$ cat config.mk
export PLATFORM = sky130hd
export DESIGN_NAME = nonce_search_ctrl
export DESIGN_NICKNAME = d
export VERILOG_FILES = /design/src/rtl/nonce_search_ctrl.sv
export SDC_FILE = /design/constraint.sdc
export NUM_CORES = 2
export LEC_CHECK = 0
export CORE_AREA = 2 2 377 379
export DETAILED_ROUTE_END_ITERATION = 8
export DIE_AREA = 0 0 379 381
export GPL_TIMING_DRIVEN = 0
export SKIP_CTS_REPAIR_TIMING = 1
export SLEW_MARGIN = 5
export SYNTH_ARGS = -nofsm -noshare
export SYNTH_HDL_FRONTEND = slang
export SYNTH_SLANG_ARGS = --single-unit
$ cat constraint.sdc
create_clock -name clk -period 5.65 [get_ports clk]
set_input_delay 1.13 -clock clk [delete_from_list [all_inputs] [get_ports clk]]
set_output_delay 1.13 -clock clk [all_outputs]
set_load 0.03 [all_outputs]
$ cat src/rtl/nonce_search_ctrl.sv
// ---------------------------------------------------------------------------
// nonce_search_ctrl
//
// Nonce-search controller that feeds NUM_LANES external SHA-256d hash lanes.
// It sweeps an inclusive nonce range, gives each nonce to the lowest idle
// lane, and compares every returned hash against a 256-bit target. It
// reports the first winning nonce, or that the range ran out, and it
// supports abort.
//
// Optional feature macro: NONCE_SEARCH_CTRL_STATS_EN
//   defined   : hash_count counts the lane results consumed in the current
//               search and saturates at all-ones.
//   undefined : no counter register is built and hash_count is tied to 0.
//
// Ports
//   clk          system clock, rising edge
//   rst          synchronous active-high reset
//   start        one-cycle pulse; begins a search (accepted in IDLE/DONE)
//   abort        stops an active search (effective in RUN only)
//   nonce_first  first nonce of the range, sampled on accepted start
//   nonce_last   last nonce of the range (inclusive), sampled on start
//   target       unsigned hit threshold, sampled on accepted start
//   lane_go      one-cycle issue pulse per lane
//   lane_nonce   per-lane nonce, byte-reversed (header little-endian order)
//   lane_done    one-cycle result pulse per lane
//   lane_hash    per-lane result, valid with the matching lane_done bit
//   busy         high in RUN and DRAIN
//   found        search ended with a hit
//   exhausted    search ended with no hit after the full range
//   found_nonce  winning nonce in natural order
//   hash_count   lane results consumed in the current search
// ---------------------------------------------------------------------------
module nonce_search_ctrl #(
    parameter int NUM_LANES = 2,
    parameter int NONCE_W   = 32,
    parameter int HASH_W    = 256
) (
    input  logic                         clk,
    input  logic                         rst,
    input  logic                         start,
    input  logic                         abort,
    input  logic [NONCE_W-1:0]           nonce_first,
    input  logic [NONCE_W-1:0]           nonce_last,
    input  logic [HASH_W-1:0]            target,
    output logic [NUM_LANES-1:0]         lane_go,
    output logic [NUM_LANES*NONCE_W-1:0] lane_nonce,
    input  logic [NUM_LANES-1:0]         lane_done,
    input  logic [NUM_LANES*HASH_W-1:0]  lane_hash,
    output logic                         busy,
    output logic                         found,
    output logic                         exhausted,
    output logic [NONCE_W-1:0]           found_nonce,
    output logic [31:0]                  hash_count
);

    typedef enum logic [1:0] {IDLE, RUN, DRAIN, DONE} state_t;

    localparam logic [NONCE_W:0]     NEXT_INC = 1;
    localparam logic [NUM_LANES-1:0] LANE_ONE = 1;

    state_t               state;
    logic [NONCE_W-1:0]   last_q;
    logic [HASH_W-1:0]    target_q;
    // One bit wider than a nonce so an all-ones nonce_last cannot wrap.
    logic [NONCE_W:0]     next_q;
    logic [NUM_LANES-1:0] lane_busy;
    logic [NONCE_W-1:0]   lane_val [NUM_LANES];

    logic                 range_empty;
    logic                 accept_start;
    logic                 hit_any;
    logic                 issue_en;
    logic [NUM_LANES-1:0] consumed;
    logic [NUM_LANES-1:0] hit_vec;
    logic [NUM_LANES-1:0] lane_free;
    logic [NUM_LANES-1:0] issue_oh;
    logic [NONCE_W-1:0]   hit_nonce;

    assign range_empty  = next_q > {1'b0, last_q};
    assign accept_start = start && ((state == IDLE) || (state == DONE));
    // Results from lanes we never issued to (or issued before a reset) are dropped.
    assign consumed     = lane_done & lane_busy;
    assign lane_free    = ~lane_busy;
    // Lowest set bit of the free mask. It uses the registered busy flags, so
    // a lane freed this cycle is only reissued on the next cycle.
    assign issue_oh     = lane_free & (~lane_free + LANE_ONE);
    assign busy         = (state == RUN) || (state == DRAIN);

    always_comb begin
        hit_vec = '0;
        for (int i = 0; i < NUM_LANES; i++) begin
            hit_vec[i] = consumed[i] && (lane_hash[i*HASH_W +: HASH_W] <= target_q);
        end
    end

    // Scan from the top down so the lowest-index hitting lane wins.
    always_comb begin
        hit_any   = 1'b0;
        hit_nonce = '0;
        for (int i = NUM_LANES - 1; i >= 0; i--) begin
            if (hit_vec[i]) begin
                hit_any   = 1'b1;
                hit_nonce = lane_val[i];
            end
        end
    end

    assign issue_en = (state == RUN) && !range_empty && (|lane_free) && !hit_any && !abort;

    // Lanes expect the nonce in header byte order, so each byte is swapped.
    for (genvar i = 0; i < NUM_LANES; i++) begin : g_lane
        for (genvar b = 0; b < NONCE_W / 8; b++) begin : g_byte
            assign lane_nonce[i*NONCE_W + b*8 +: 8] = lane_val[i][NONCE_W - 8 - b*8 +: 8];
        end
    end

    always_ff @(posedge clk) begin
        if (rst) begin
            state       <= IDLE;
            last_q      <= '0;
            target_q    <= '0;
            next_q      <= '0;
            lane_busy   <= '0;
            lane_go     <= '0;
            found       <= 1'b0;
            exhausted   <= 1'b0;
            found_nonce <= '0;
            for (int i = 0; i < NUM_LANES; i++) begin
                lane_val[i] <= '0;
            end
        end else begin
            lane_go   <= '0;
            lane_busy <= lane_busy & ~consumed;
            case (state)
                IDLE, DONE: begin
                    if (start) begin
                        last_q      <= nonce_last;
                        target_q    <= target;
                        next_q      <= {1'b0, nonce_first};
                        found       <= 1'b0;
                        exhausted   <= 1'b0;
                        found_nonce <= '0;
                        state       <= RUN;
                    end
                end
                RUN: begin
                    // A hit takes priority over a simultaneous abort.
                    if (hit_any) begin
                        found       <= 1'b1;
                        found_nonce <= hit_nonce;
                        state       <= DRAIN;
                    end else if (range_empty && (lane_busy == '0)) begin
                        exhausted <= 1'b1;
                        state     <= DONE;
                    end else if (abort) begin
                        state <= DRAIN;
                    end else if (issue_en) begin
                        lane_go   <= issue_oh;
                        lane_busy <= (lane_busy & ~consumed) | issue_oh;
                        next_q    <= next_q + NEXT_INC;
                    end
                end
                DRAIN: begin
                    if (lane_busy == '0) begin
                        state <= DONE;
                    end
                end
                default: state <= IDLE;
            endcase
            for (int i = 0; i < NUM_LANES; i++) begin
                if (issue_en && issue_oh[i]) begin
                    lane_val[i] <= next_q[NONCE_W-1:0];
                end
            end
        end
    end

`ifdef NONCE_SEARCH_CTRL_STATS_EN
    logic [31:0] done_cnt;
    logic [32:0] count_sum;

    // Several lanes can return in the same cycle, so add the whole popcount.
    always_comb begin
        done_cnt = '0;
        for (int i = 0; i < NUM_LANES; i++) begin
            done_cnt = done_cnt + 32'(consumed[i]);
        end
        count_sum = {1'b0, hash_count} + {1'b0, done_cnt};
    end

    always_ff @(posedge clk) begin
        if (rst) begin
            hash_count <= '0;
        end else if (accept_start) begin
            hash_count <= '0;
        end else if (count_sum[32]) begin
            hash_count <= '1;
        end else begin
            hash_count <= count_sum[31:0];
        end
    end
`else
    assign hash_count = '0;
`endif

endmodule

## Word level (Yosys, flattened, before mapping)

Memories as Yosys holds them, arrays and structs flattened.
Index checks and enable logic that the tools add are counted.

- Add/subtract/negate cells: 2
- $lt $le $gt $ge: 3
- Eq/ne operators: 12
- Muxes and demuxes: 40
- Bitwise gates (word level): 11
- Reduce and logical (&&, ||, !) cells: 24

Operators with widths:

| operator | number |
|---|---|
| 256-bit less-or-equal comparator | 2 |
| 32-bit 2-to-1 mux | 6 |
| 33-bit 2-to-1 mux | 5 |
| 33-bit case mux with 2 select lines | 1 |
| 32-bit case mux with 2 select lines | 1 |
| 33-bit by 1-bit adder with 33-bit output, second input constant | 1 |
| 33-bit by 32-bit greater-than comparator with 1-bit output | 1 |
| 2-bit 2-to-1 mux | 10 |
| 1-bit 2-to-1 mux | 14 |
| 2-bit inequality test, second input constant | 6 |
| 1-bit logical AND | 9 |
| 2-bit bitwise AND | 3 |
| 2-bit inverter | 3 |
| 2-bit case mux with 3 select lines | 1 |
| 3-bit AND reduction | 2 |
| 6-bit AND reduction | 1 |
| 6-bit OR reduction | 1 |
| 2-bit equality test, second input constant | 2 |
| 2-bit zero test | 2 |
| 2-bit by 1-bit inequality test with 1-bit output, second input constant | 2 |
| 4-bit by 3-bit inequality test with 1-bit output, second input constant | 1 |
| 1-bit case mux with 2 select lines | 2 |
| 4-bit AND reduction | 1 |
| 2-bit OR reduction | 2 |
| 9 further kinds | 13 |

- Flip-flop bits (word level): 361
- Bits in writable memories: 64
- Output and inout port bits: 133
- Logic and storage cells: 102
- Memories: 1

Memory list:

| name | words | bits a word | read ports | clocked after Yosys merged registers in | wr ports | line | text |
|---|---|---|---|---|---|---|---|
| lane_val | 2 | 32 | 2 | 0 | 2 | 67 | `logic [NONCE_W-1:0] lane_val [NUM_LANES];` |

## Longest topological paths before layout

- Word-level depth: 12
- Depth in mapped cells: 15
- Mapped depth without buffers: 13

## Least setup slack after synthesis

OpenSTA, ideal clock, no wires.

- Path kind: input port to flip-flop
- Start: in lane_hash[486]
- End: mem lane_val[0][0] (enable)
- Library setup time: 0.389 ns
- Arrival time: 4.647 ns
- Slack: 0.613 ns
- Stages: 13
- Path buffers: 1
- Cells stage by stage: ha_1 > nand4_4 > nor4_4 > nand3_2 > or3_1 > or3_1 > nor4_2 > a21oi_1 > a21boi_4 > nand3_1 > buf_2 > or3_1 > nand2_1

RTL lines:

| item | line | text |
|---|---|---|
| from (decl) | 48 | `input logic [NUM_LANES*HASH_W-1:0] lane_hash,` |
| to (decl) | 67 |  |

## Worst setup path after layout

- Start: in lane_hash[235]
- End: reg found_nonce[0]

- Longest elaborated chain between the ends: 5
- Elaborated cells between the ends (all ways): 8

RTL lines:

| item | line | text |
|---|---|---|
| 256-bit less-or-equal comparator (*) | 92 | `hit_vec[i] = consumed[i] && (lane_hash[i*HASH_W +: HASH_W] <= target_q);` |
| 1-bit logical AND (*) | 92 |  |
| 32-bit 2-to-1 mux or 1-bit 2-to-1 mux (tied branches) | 101 | `if (hit_vec[i]) begin` |
| 32-bit 2-to-1 mux or 2-bit inequality test (tied branches) | n/a |  |
| 32-bit case mux with 2 select lines or 3-bit AND reduction (tied branches) | n/a |  |
| to (signal assigned) | 150 | `found_nonce <= hit_nonce;` |
| to (decl) | 52 | `output logic [NONCE_W-1:0] found_nonce,` |

Every way passes the cells marked *; elsewhere a longest branch is shown, timed or not. The select of a mux whose other input is x is not followed.
A chain may end at the register's enable or synchronous reset.

==> impl_results.md <==
- Status: complete, no violations
- TritonCTS Sinks: 425
- Post-synthesis cell type count: 77
- Post-synthesis cell area: between 20000 and 30000 µm²
- Hold path start: target_q[176]$_SDFFE_PP0P_
- Final Critical Period: 5.56 ns
- Tightest Pin Transition: 1.16 ns
- CTS tree: built
- Kind of critical path: in -> reg
- Placed cell area: 40600 µm²
- Sw Share: between 40% and 50%
- Root Driver: clkbuf_16
- Cells after synthesis: 3522
- Slew Viols, Final: 0
- CP arrival: about 6.1 ns
- Comb power frac: 43.6%
- Final instance area: 42800 µm²
- Place WS: -1.61 ns
- Compound-Gate Fraction of Synth Area: 18.6%
- CP required: between 6 and 7 ns
- Worst-path clk slew: 0.06 ns
- Detailed Place HPWL: between 100000 and 150000 µm
- Reg area: 9150 µm²
- Adder-Cell Fraction of Synth Area: 23.9%
- Clock Latency Late Sink: between 0.6 and 0.7 ns
- Footprint of the multi-input gates: roughly 18000 µm²
- Routed Antenna Nets: 0
- Mux cell area share after synthesis: less than 1%
- Power per standard cell area: 335 nW/µm²
- Largest net degree at the start of global routing: 33
- Num CTS Buffers: 55
- Post-synth EDFFs: 64
- Fin. Hold Viols: 0
- Crit share post-route: 98.4%
- Final setup viols: 0
- Maximum fanout along the worst path: 10
- Psw: between 0.005 and 0.006 W
- Fin Hold WS: roughly 0.45 ns
- Total die area: around 140000 µm²
- Die Ht: 381 µm
- Synth Area in Simple Gates: 18.5%
- Number of global-route vias before repair: roughly 30000
- Fmax achieved: around 0.18 GHz
- Layout net count: 5934
- Clock skew: 0.0367 ns
- Clock buffer depth: 3
- Startpoint Class: input port
- Number of remaining DRC errors: 0
- Proportion of power drawn by flip-flops and latches: 28.8%
- Yosys warns: 0
- Router iterations before antenna repair: 7
- Clk pwr share: 27.6%
- Commonest non-fill, non-tap cell in the layout: clkdlybuf4s50_1
- CP Capture Type: flip-flop
- 1st-iter DRT viols: 1910
- Total Power: approximately 0.014 W
- Slowest-stage cell, CP: o21a_1
- First-pass GRT wire length: 213000 µm
- Pint: about 0.0084 W
- Max-cap viol count: 0
- GPL Wtd Cong: around 0.95
- Critical path's largest stage delay: ~0.6 ns
- CP Cell Sequence: clkdlybuf4s50_1 -> ha_1 -> nand4_1 -> inv_1 -> a221oi_2 -> o221ai_1 -> a2111oi_2 -> o21ai_0 -> o21ai_1 -> o21a_1 -> nor2_2 -> clkbuf_1 -> a22oi_1 -> o2bb2ai_1
- GRT overflow: 0
- Synth Flop Type: dfxtp_1
- Most frequent cells in the layout: 937 x clkdlybuf4s50_1, 727 x nand2_1, 547 x ha_1
- Worst R2R Path Depth: 14
- Routed vias/inst: 4.63
- Port bufs: 937
- FF-to-FF Start: target_q[255]$_SDFFE_PP0P_
- Seq cells post-synth: around 430
- Vias: 30200
- Mean Syn Cell Area: approximately 8 µm²
- Seq/Total Area, Yosys: about a third
- Hold path endpoint: target_q[176]$_SDFFE_PP0P_
- Initial antenna violation count: 70
- RR Endpoint: lane_val[0][31]$_DFFE_PP_
- Routed len/inst: 23.8 µm
- Worst R2R Setup Slack: about 0.51 ns
- Area Overhead vs Synth: 49.2%
- Rel. slew slack: 22.8%
- Setup TNS: 0 ns
- Final setup margin: 0.0913 ns
- Initial Util: 20.4%
- Leak pwr: 16.3 nW
- Peak VDD IR: 0.226 mV
- Htree depth: 2
- Fraction of registers with async set/reset: 0%
- Num rows: ~140
- Synth Area in XOR/XNOR: 0%
- Hold Path Depth: 2
- Largest family of logic cells by synthesized area: adder cells
- DRT Wirelength: 155000 µm
- Core box area: 141000 µm²
- IO Pins: 971
- Layout cells sized above 1: 3.94%
- Worst Hold Class: reg -> reg
- Die W: 379 µm
- GRT Util Overall: approximately a fifth
- Fillers: ~15000
==> flip-flops by register name, indices dropped and copies added, names as in the netlist <==
name,flops
target_q,256
lane_val,64
next_q,33
found_nonce,32
last_q,32
lane_busy,2
lane_go,2
state,2
exhausted,1
found,1
==> critical path, delay by kind of cell <==
kind | cells | cell delay [ns]
compound gates | 8 | 3.21
fa+ha+maj | 1 | 0.33
buf+inv | 3 | 0.84
simple gates | 2 | 0.55
==> power groups by stage <==
stage               clock network, W  logic (W)  registers, W
global placement                   0    0.00612       0.00416
global route                 0.00415    0.00700       0.00418
CTS                          0.00406    0.00625       0.00411
finish                       0.00395    0.00625       0.00412
floorplan                          0    0.00366       0.00408
detailed placement                 0    0.00621       0.00417
==> kinds of logic after synthesis <==
| group | count (synthesis) |
|---|---|
| and+or+nand+nor | 1167 |
| DFF | 425 |
| buffers and inverters | 485 |
| adders and majority gates | 547 |
| other | 1 |
| AOI/OAI and AO/OA | 889 |
| muxes | 8 |
==> routing by layer <==
metal / GRT usage (%) / up-vias / part of all wire (%)
met5: 0 / - / 0.18
met4: 6.78 / 42 / 3.7
met3: 4.93 / 279 / 7.7
met2: 35.1 / 1157 / 47
met1: 25.2 / 14100 / 41
li1: - / 14600 / -
==> worst max-delay path by stage <==
| stage | start | endpoint | slack [ns] | cells after the start |
|---|---|---|---|---|
| 3_5_place_dp | lane_hash[39] | lane_val[0][2]$_DFFE_PP_ | -1.61 | 14 |
| 2_1_floorplan | lane_hash[486] | lane_val[0][0]$_DFFE_PP_ | 0.61 | 13 |
| 3_3_place_gp | lane_hash[39] | lane_val[0][2]$_DFFE_PP_ | -2.57 | 14 |
| 4_1_cts | lane_hash[39] | lane_val[0][1]$_DFFE_PP_ | -0.89 | 14 |
| 6_report | lane_hash[235] | found_nonce[0]$_SDFFE_PP0P_ | 0.09 | 14 |
| 5_1_grt | lane_hash[486] | found_nonce[24]$_SDFFE_PP0P_ | -0.009 | 15 |
==> synthesized netlist by cell type, types with 6 or more instances <==
| master | count | area (µm²) |
|---|---|---|
| and4_1 | 11 | 96.3 |
| buf_2 | 7 | 35.0 |
| a21oi_1 | 508 | 2540 |
| or3_1 | 10 | 62.6 |
| buf_4 | 32 | 240 |
| nor3_1 | 30 | 150 |
| clkbuf_1 | 121 | 454 |
| a211oi_1 | 15 | 113 |
| o22ai_1 | 6 | 37.5 |
| o21a_1 | 13 | 97.6 |
| buf_1 | 7 | 26.3 |
| a31oi_1 | 14 | 87.6 |
| a221oi_1 | 24 | 210 |
| o211ai_1 | 7 | 52.6 |
| a22oi_1 | 40 | 300 |
| o32ai_1 | 6 | 52.6 |
| nand4_1 | 119 | 744 |
| o21ai_0 | 81 | 405 |
| edfxtp_1 | 64 | 1920 |
| nor4_1 | 42 | 263 |
| nor2b_1 | 11 | 68.8 |
| nor2_1 | 64 | 240 |
| nand2b_1 | 11 | 68.8 |
| dfxtp_1 | 361 | 7230 |
| mux2i_1 | 6 | 60.1 |
| and2_1 | 31 | 194 |
| nand3_1 | 69 | 345 |
| a21o_1 | 81 | 608 |
| and3_1 | 9 | 56.3 |
| o2bb2ai_1 | 35 | 307 |
| nand2_1 | 730 | 2740 |
| ha_1 | 547 | 6840 |
| a221o_1 | 11 | 110 |
| inv_1 | 316 | 1190 |
==> metrics by stage <==
stage | util, % | std cells
final | 30.4 | 6517
after global routing | 30.4 | 6504
after CTS | 30.3 | 6485
after detailed placement | 28.9 | 6381
after global placement | 28.8 | 6380
after floorplan | - | 3553
==> cell type report <==
| type | instances | area share, % |
|---|---|---|
| antenna | 31 | 0.181 |
| buffer | 167 | 1.80 |
| clock buffer | 69 | 3.55 |
| clock inverter | 35 | 1.16 |
| inverter | 317 | 2.78 |
| multi-input combinational | 2644 | 41.7 |
| sequential | 425 | 21.4 |
| tap | 1890 | 5.53 |
| timing repair buffer | 939 | 22.0 |
(Power assumes the default switching activity.)
